===== src/rtl/qif_pkg.sv =====
// Shared constants and the saturation helper for the 8-bit QIF neuron datapath.
package qif_pkg;

  localparam int W_DEF   = 8;
  localparam int SAT_MAX = (1 << (W_DEF - 1)) - 1;
  localparam int SAT_MIN = -(1 << (W_DEF - 1));

  // Clamp a wide signed value into the signed range of a w-bit word.
  // The result is still returned 32 bits wide; the caller truncates to w bits.
  // 'clamped' reports whether the value had to be limited.
  function automatic logic signed [31:0] sat_w(input logic signed [31:0] x,
                                               input int w,
                                               output logic clamped);
    logic signed [31:0] hi;
    logic signed [31:0] lo;
    hi      = (32'sd1 <<< (w - 1)) - 32'sd1;
    lo      = -hi - 32'sd1;
    clamped = 1'b0;
    sat_w   = x;
    if (x > hi) begin
      sat_w   = hi;
      clamped = 1'b1;
    end else if (x < lo) begin
      sat_w   = lo;
      clamped = 1'b1;
    end
  endfunction

endpackage


===== src/rtl/syn_weight_rf.sv =====
// Synaptic weight register file: one write port, every weight visible in parallel
// on a flat bus so the adder can consume all channels in the same cycle.
module syn_weight_rf
  import qif_pkg::*;
#(
  parameter int N_SYN = 4,
  parameter int W     = W_DEF,
  parameter int AW    = 2
) (
  input  logic               clk,
  input  logic               rst_n,
  input  logic               we,
  input  logic [AW-1:0]      addr,
  input  logic [W-1:0]       data,
  output logic [N_SYN*W-1:0] w_flat
);

  logic [W-1:0] w_q [N_SYN];

  // Each entry decodes its own address, so indices >= N_SYN match no entry and are dropped.
  for (genvar gi = 0; gi < N_SYN; gi++) begin : g_entry
    // Per-entry weight register with synchronous clear.
    always_ff @(posedge clk) begin
      if (rst_n) begin
        w_q[gi] <= '0;
      end else if (we && (addr == AW'(gi))) begin
        w_q[gi] <= data;
      end
    end

    assign w_flat[gi*W +: W] = w_q[gi];
  end

endmodule


===== src/rtl/syn_current_8b.sv =====
// Synapse stage: buffers presynaptic spikes between ticks, sums the weights of the
// channels that fired, and integrates them into a leaky, saturating synaptic current.
module syn_current_8b
  import qif_pkg::*;
#(
  parameter int N_SYN       = 4,
  parameter int W           = W_DEF,
  parameter int DECAY_SHIFT = 3
) (
  input  logic                       clk,
  input  logic                       rst_n,     // active-high synchronous reset
  input  logic                       tick,
  input  logic [N_SYN-1:0]           spike_in,
  input  logic                       w_we,
  input  logic [$clog2(N_SYN)-1:0]   w_addr,
  input  logic [W-1:0]               w_data,
  output logic signed [W-1:0]        I_syn,
  output logic                       I_valid,
  output logic                       sat_flag
);

  localparam int AW = $clog2(N_SYN);
  // Wide enough for current plus N_SYN full-scale weights without overflow.
  localparam int SW = W + AW + 1;

  logic [N_SYN-1:0]     pending_q;
  logic signed [W-1:0]  i_syn_q;
  logic signed [W-1:0]  i_syn_d;
  logic                 valid_q;
  logic                 sat_q;
  logic                 clamp_d;

  logic [N_SYN*W-1:0]   w_flat;
  logic [N_SYN-1:0]     sel;
  logic signed [SW-1:0] term [N_SYN];
  logic signed [SW-1:0] sum_d;
  logic signed [W-1:0]  leak;
  logic signed [SW-1:0] next_wide;

  syn_weight_rf #(
    .N_SYN (N_SYN),
    .W     (W),
    .AW    (AW)
  ) u_rf (
    .clk    (clk),
    .rst_n  (rst_n),
    .we     (w_we),
    .addr   (w_addr),
    .data   (w_data),
    .w_flat (w_flat)
  );

  // A spike arriving in the tick cycle itself is counted in that tick.
  assign sel = pending_q | spike_in;

  // Weight register file updates at the same edge, so this tick sees the old weights.
  for (genvar gi = 0; gi < N_SYN; gi++) begin : g_term
    assign term[gi] = sel[gi] ? SW'($signed(w_flat[gi*W +: W])) : '0;
  end

  // Sum of selected weights, leak, and saturation of the new current.
  always_comb begin
    sum_d = '0;
    for (int k = 0; k < N_SYN; k++) begin
      sum_d = sum_d + term[k];
    end
    leak      = i_syn_q >>> DECAY_SHIFT;
    next_wide = SW'(i_syn_q) - SW'(leak) + sum_d;
    clamp_d   = 1'b0;
    i_syn_d   = W'(sat_w(32'(next_wide), W, clamp_d));
  end

  // Spike buffering, current integration on tick, and the sticky saturation flag.
  always_ff @(posedge clk) begin
    if (rst_n) begin
      pending_q <= '0;
      i_syn_q   <= '0;
      valid_q   <= 1'b0;
      sat_q     <= 1'b0;
    end else if (tick) begin
      pending_q <= '0;
      i_syn_q   <= i_syn_d;
      valid_q   <= 1'b1;
      if (clamp_d) begin
        sat_q <= 1'b1;
      end
    end else begin
      pending_q <= pending_q | spike_in;
      valid_q   <= 1'b0;
    end
  end

  assign I_syn    = i_syn_q;
  assign I_valid  = valid_q;
  assign sat_flag = sat_q;

endmodule


===== config.mk =====
export PLATFORM = sky130hd
export DESIGN_NAME = syn_current_8b
export DESIGN_NICKNAME = d
export VERILOG_FILES = /design/src/rtl/qif_pkg.sv /design/src/rtl/syn_weight_rf.sv /design/src/rtl/syn_current_8b.sv
export SDC_FILE = /design/constraint.sdc
export NUM_CORES = 1
export LEC_CHECK = 0
export ABC_CLOCK_PERIOD_IN_PS = 12150
export BUFFER_PORTS_ARGS = -buffer_cell sky130_fd_sc_hd__clkbuf_2
export CORE_UTILIZATION = 40
export CTS_CLUSTER_SIZE = 40
export DETAILED_ROUTE_END_ITERATION = 10
export PLACE_DENSITY_LB_ADDON = 0.15
export SLEW_MARGIN = 20
export SYNTH_ARGS = -nofsm -noshare
export SYNTH_HDL_FRONTEND = slang
export SYNTH_HIERARCHICAL = 1
export SYNTH_SLANG_ARGS = --single-unit

===== constraint.sdc =====
create_clock -name clk -period 12.15 [get_ports clk]
set_input_delay 0.6075 -clock clk [delete_from_list [all_inputs] [get_ports clk]]
set_output_delay 0.6075 -clock clk [all_outputs]
set_load 0.005 [all_outputs]

# After elaboration in Yosys (flattened, before gate mapping)
# Memory sizes are Yosys's and may differ from the RTL's.
# Index checks and enable logic that the tools add are counted.
# op_classes
addsub	5
order_cmp	2
eq_ne	3
mux	27
bitwise_logic	5
reduce_logical	7
# op_table
operator	count
two-way mux 8 bit	6
two-way mux 11 bit	4
adder 11 bit	3
two-way mux 1 bit	17
adder 9 x 11 -> 11 bit	1
greater-than comparator 11 x 8 -> 1 bit, second input constant	1
less-than comparator 11 x 8 -> 1 bit, second input constant	1
subtractor 8 x 5 -> 9 bit	1
equality test 2 bit, second input constant	2
logical AND 1 bit	4
bitwise OR 1 bit	4
bitwise OR 4 bit	1
equality test 2 x 1 -> 1 bit, second input constant	1
logical NOT 2 bit	1
AND reduction 2 bit	1
OR reduction 2 bit	1
# word_totals
regBits	14
mem_bits_rw	32
in_bits	18
output_inout_bits	10
word_cells	54
n_memories	1
# mem_list
name	depth	word_bits	read_ports	rd_ports_with_merged_regs	wr	line_no	source
u_rf.w_q	4	8	4	0	4	syn_weight_rf.sv:18	logic [W-1:0] w_q [N_SYN];

# Longest topological paths before layout
# logic_depth
word_depth	10
depth_mapped	16

# Modules after synthesis
# Netlist, hierarchy kept.
# by_module_without_submodules
module	instances	cells_per_inst	area_per_inst_um2	seq_area_each_um2
syn_current_8b	1	203	1884.3	280.3
syn_weight_rf	1	86	1252.5	960.9

# Worst setup path before layout
# Ideal clock, no wire load.
# synth_path
path_type	input port to flip-flop
start	input port spike_in[2]
end	register i_syn_q[4], in the netlist I_syn[4]
setup_time_ns	0.117
t_arrival_ns	4.405
path_slack_ns	7.628
path_stages	15
n_path_buf	0
path_cell_list	nor2_1 -> nor2b_1 -> fa_1 -> inv_1 -> fa_1 -> fa_1 -> inv_1 -> ha_1 -> nor3b_1 -> a2111oi_0 -> o311ai_1 -> a21oi_1 -> a211oi_4 -> a22oi_1 -> nand2_1
# synth_via
elab_chain_len	8
# synth_rtl
item	line_no	source
from (decl)	syn_current_8b.sv:13	input logic [N_SYN-1:0] spike_in,
bitwise OR 4 bit *	syn_current_8b.sv:54	assign sel = pending_q | spike_in;
two-way mux 11 bit *	syn_current_8b.sv:58	assign term[gi] = sel[gi] ? SW'($signed(w_flat[gi*W +: W])) : '0;
adder 11 bit * (2 in series)	syn_current_8b.sv:65	sum_d = sum_d + term[k];
adder 9 x 11 -> 11 bit *	syn_current_8b.sv:68	next_wide = SW'(i_syn_q) - SW'(leak) + sum_d;
less-than comparator 11 x 8 -> 1 bit	qif_pkg.sv:23	end else if (x < lo) begin
two-way mux 8 bit	qif_pkg.sv:23	
two-way mux 8 bit *	qif_pkg.sv:20	if (x > hi) begin
to (signal assigned)	syn_current_8b.sv:82	i_syn_q <= i_syn_d;
to (decl)	syn_current_8b.sv:27	logic signed [W-1:0] i_syn_q;
# Every way passes the cells marked *; elsewhere a longest branch is shown, timed or not.
# A chain may end at the register's enable or synchronous reset.

# Worst setup path after layout
# layout_path
start	input port spike_in[1]
end	register i_syn_q[4], in the netlist I_syn[4]
# layout_via
elab_chain_len	9
# layout_rtl
item	line_no
bitwise OR 4 bit *	syn_current_8b.sv:54
two-way mux 11 bit *	syn_current_8b.sv:58
adder 11 bit * (3 in series)	syn_current_8b.sv:65
adder 9 x 11 -> 11 bit *	syn_current_8b.sv:68
less-than comparator 11 x 8 -> 1 bit	qif_pkg.sv:23
two-way mux 8 bit	qif_pkg.sv:23
two-way mux 8 bit *	qif_pkg.sv:20
# Marked as above.

==> results by group <==
Clock tree
  • Clk root buf: clkbuf_8
  • Clock buffer count from CTS: 5
  • Clock transition at path regs: 90 ps
  • CTS tree: yes
  • Clock latency at the later pin of the worst-skew pair: 300 ps
  • Setup bufs post-CTS: 0
  • Hold_buf cts: 0
  • Clock buffer depth: 2
  • # resized after CTS: 0
  • CTS Sinks: 46
  • H-tree Lvls: 2

Setup path
  • R2R Path Start: pending_q[1]
  • CP required: 12,350 ps
  • Worst path cell trace: clkbuf_2, nor2_1, nor2b_1, fa_1, inv_1, fa_1, fa_1, inv_1, ha_1, nor3b_1, a2111oi_0, o311ai_1, a21oi_1, a211oi_4, a22oi_1, nand2_1
  • Most used cell, CP: fa_1
  • Crit-path max FO: 8
  • CP endpoint kind: register
  • Crit path kind: input pin to register
  • CP peak stage delay: 610 ps
  • Worst Setup SP: spike_in[1]
  • Setup crit start kind: input pin
  • CP max stage cell: fa_1
  • Arr. time, crit path: 4860 ps

Routing
  • Drt pass-1 iters: 4
  • DRT iter0 DRCs: 34
  • Drt drc: 0
  • Via Count: 2,035
  • Routed Antenna Nets: 0
  • DRT Wirelength: 6.05 mm
  • Post-DR vias/cell: 4.88
  • Per-cell routed wire length: 14.5 um

Placement
  • Buffers added on ports: 27
  • DP Area: 3360 um2
  • DP Worst Slack: 7080 ps
  • Placed Cells incl. Taps: 409
  • Placer Congestion: 0.781
  • DP HPWL: 5.01 mm

STA
  • Setup ws final: 7490 ps
  • Worst-margin pin slew: 806 ps
  • Final setup vio count: 0
  • F_max: 215 MHz
  • Slew headroom: 46.1%
  • Final worst path period share: 38.3%
  • Min cycle time layout: 4660 ps
  • Clk_skew: 4.94 ps
  • Fin. Hold Viols: 0
  • TNS Setup: 0 ps
  • Max-slew violations: 0
  • Unrepaired setup endpoints after global routing: no

GRT
  • Gr usage total: 15.9%
  • Total global routing overflow: 0
  • Largest net degree at the start of global routing: 20
  • Initial antenna violation count: 0
  • First-pass GRT wire length: 9.94 mm
  • Vias in the first global route: 2,006

Cells and area
  • Inserted Diodes: 0
  • Filler Cells Inserted: 675
  • Fin nets: 375
  • Final instance area: 3450 um2
  • Area growth from synthesis to layout: 10.1%
  • Ratio of cells with drive above 1 in the final layout: 15.7%
  • Final std cells w/o fill: 417

Synthesis
  • Synth cell types: 42
  • Top area cells in the synthesized netlist: edfxtp_1, fa_1, dfxtp_1
  • Synth Area in Compound Gates: 10.6%
  • Async set or reset register ratio after synthesis: 0%
  • Leading area contributor after synthesis: edfxtp_1
  • Synth top area share: 30.6%
  • Yosys warns: 6
  • Synth Instances: 289
  • Cell with the most instances after synthesis: inv_1
  • Largest family of logic cells by synthesized area: adder cells
  • Synth top cells by count: inv_1, edfxtp_1, nor2_1, fa_1, nor2b_1
  • Adder-Cell Fraction of Synth Area: 23.1%
  • Synth Cell Area: 3140 um2
  • Seq/Total Area, Yosys: 39.6%
  • Syn Nets: 347
  • FF+latch count, synth: 46
  • Post-synth EDFFs: 32
  • Average size of a mapped cell: 10.9 um2
  • Ys flop type: edfxtp_1
  • Post-Synth Simple-Gate Area: 19.6%
  • Mux cell area share after synthesis: 0%
  • Post-Synth XOR/XNOR Area: 1.68%

Power
  • P_leak: 1.41 nW
  • Maximum vdd drop: 0.112 mV
  • Register share of total power: 21.9%
  • PwrDens: 259 nW/um2
  • Total power: 895 uW
  • Sw frac: 45.8%
  • P_sw: 410 uW
  • Clock power share: 10.9%
  • Internal Pwr Total: 485 uW
  • Logic pwr share: 67.2%

Floorplanning
  • FP Rows: 31
  • Initial Utilization: 42.3%
  • Placeable Area: 7410 um2
  • Die X: 90.6 um
  • DIE AREA: 8200 um2
  • I/O Pins: 28
  • Chip height: 90.6 um

Run status
  • Status: finished clean

Worst hold path
  • Type of the worst min-delay path: register to register
  • Hold Path Origin: sat_flag

Job
  • Number of max-cap violations: 0
-- worst max-delay path, delay by kind of cell --
kind	cells	cell delay, ps
buffers and inverters	3	210
adders and majority gates	4	2020
AOI/OAI and AO/OA	5	1210
and+or+nand+nor	4	790
-- state kept, by name (all words and copies together) (netlist names) --
register and cells:
sat_flag 1, I_syn 8, pending_q 4, u_rf/w_q 32, I_valid 1
-- per-stage QoR --
step / utilization (%) / hold slack [ps]
after detailed placement: 45.4 / 446
after global routing: 46.6 / 480
after CTS: 46.6 / 469
after floorplan: - / 451
final: 46.6 / 465
after global placement: 45.4 / 438
-- per-layer routing --
metal / vias to the layer above / track usage [%] / share of wire [%] / wire length, um
li1: 1022 / - / - / -
met1: 953 / 20.5 / 46 / 2800
met2: 53 / 27.4 / 49 / 2990
met3: 7 / 3.03 / 3.4 / 205
met4: 0 / 3.63 / 1.0 / 62
met5: - / 0 / 0 / 0
-- path summary, 6_finish.rpt --
kind / to / slack (ps) / cells after the start
worst max register to register: I_syn[4] / 7580 / 15
worst min register to register: sat_flag / 470 / 1
worst max-delay path: I_syn[4] / 7490 / 16
worst min-delay path: sat_flag / 470 / 1
-- cells by family after synthesis --
kind of cell | after synthesis
AOI/OAI and AO/OA | 42
DFF | 46
buffers and inverters | 42
and+or+nand+nor | 113
adders and majority gates | 40
xor gates and xnor gates | 6
-- layout by cell type (no fill, tap or decap), drive strengths merged, types with 5 or more instances in the layout --
cell	count
clkbuf	32
a211oi	5
a21oi	8
dfxtp	14
nor2	40
nand2b	6
nor3	7
nand2	12
nand3	5
ha	10
fa	30
o21ai	7
inv	37
nand3b	9
edfxtp	32
nor2b	28
-- area by class of cell --
| class | instances | area, um2 | share of cell area (%) |
|---|---|---|---|
| timing repair buffer | 27 | 135 | 3.91 |
| clock buffer | 5 | 68.8 | 1.99 |
| sequential | 46 | 1240 | 35.9 |
| tap | 99 | 124 | 3.59 |
| multi-input combinational | 201 | 1730 | 49.9 |
| inverter | 36 | 135 | 3.91 |
| clock inverter | 3 | 25.0 | 0.724 |
-- power by group through the flow --
stage          sequential, mW  clock, mW  combinational (mW)
2_1_floorplan           0.197          0               0.494
3_3_place_gp            0.200          0               0.596
3_5_place_dp            0.200          0               0.605
4_1_cts                 0.196      0.100               0.610
5_1_grt                 0.198      0.109               0.688
6_report                0.196     0.0975               0.602
No activity file was read; power rests on OpenSTA's default activity.
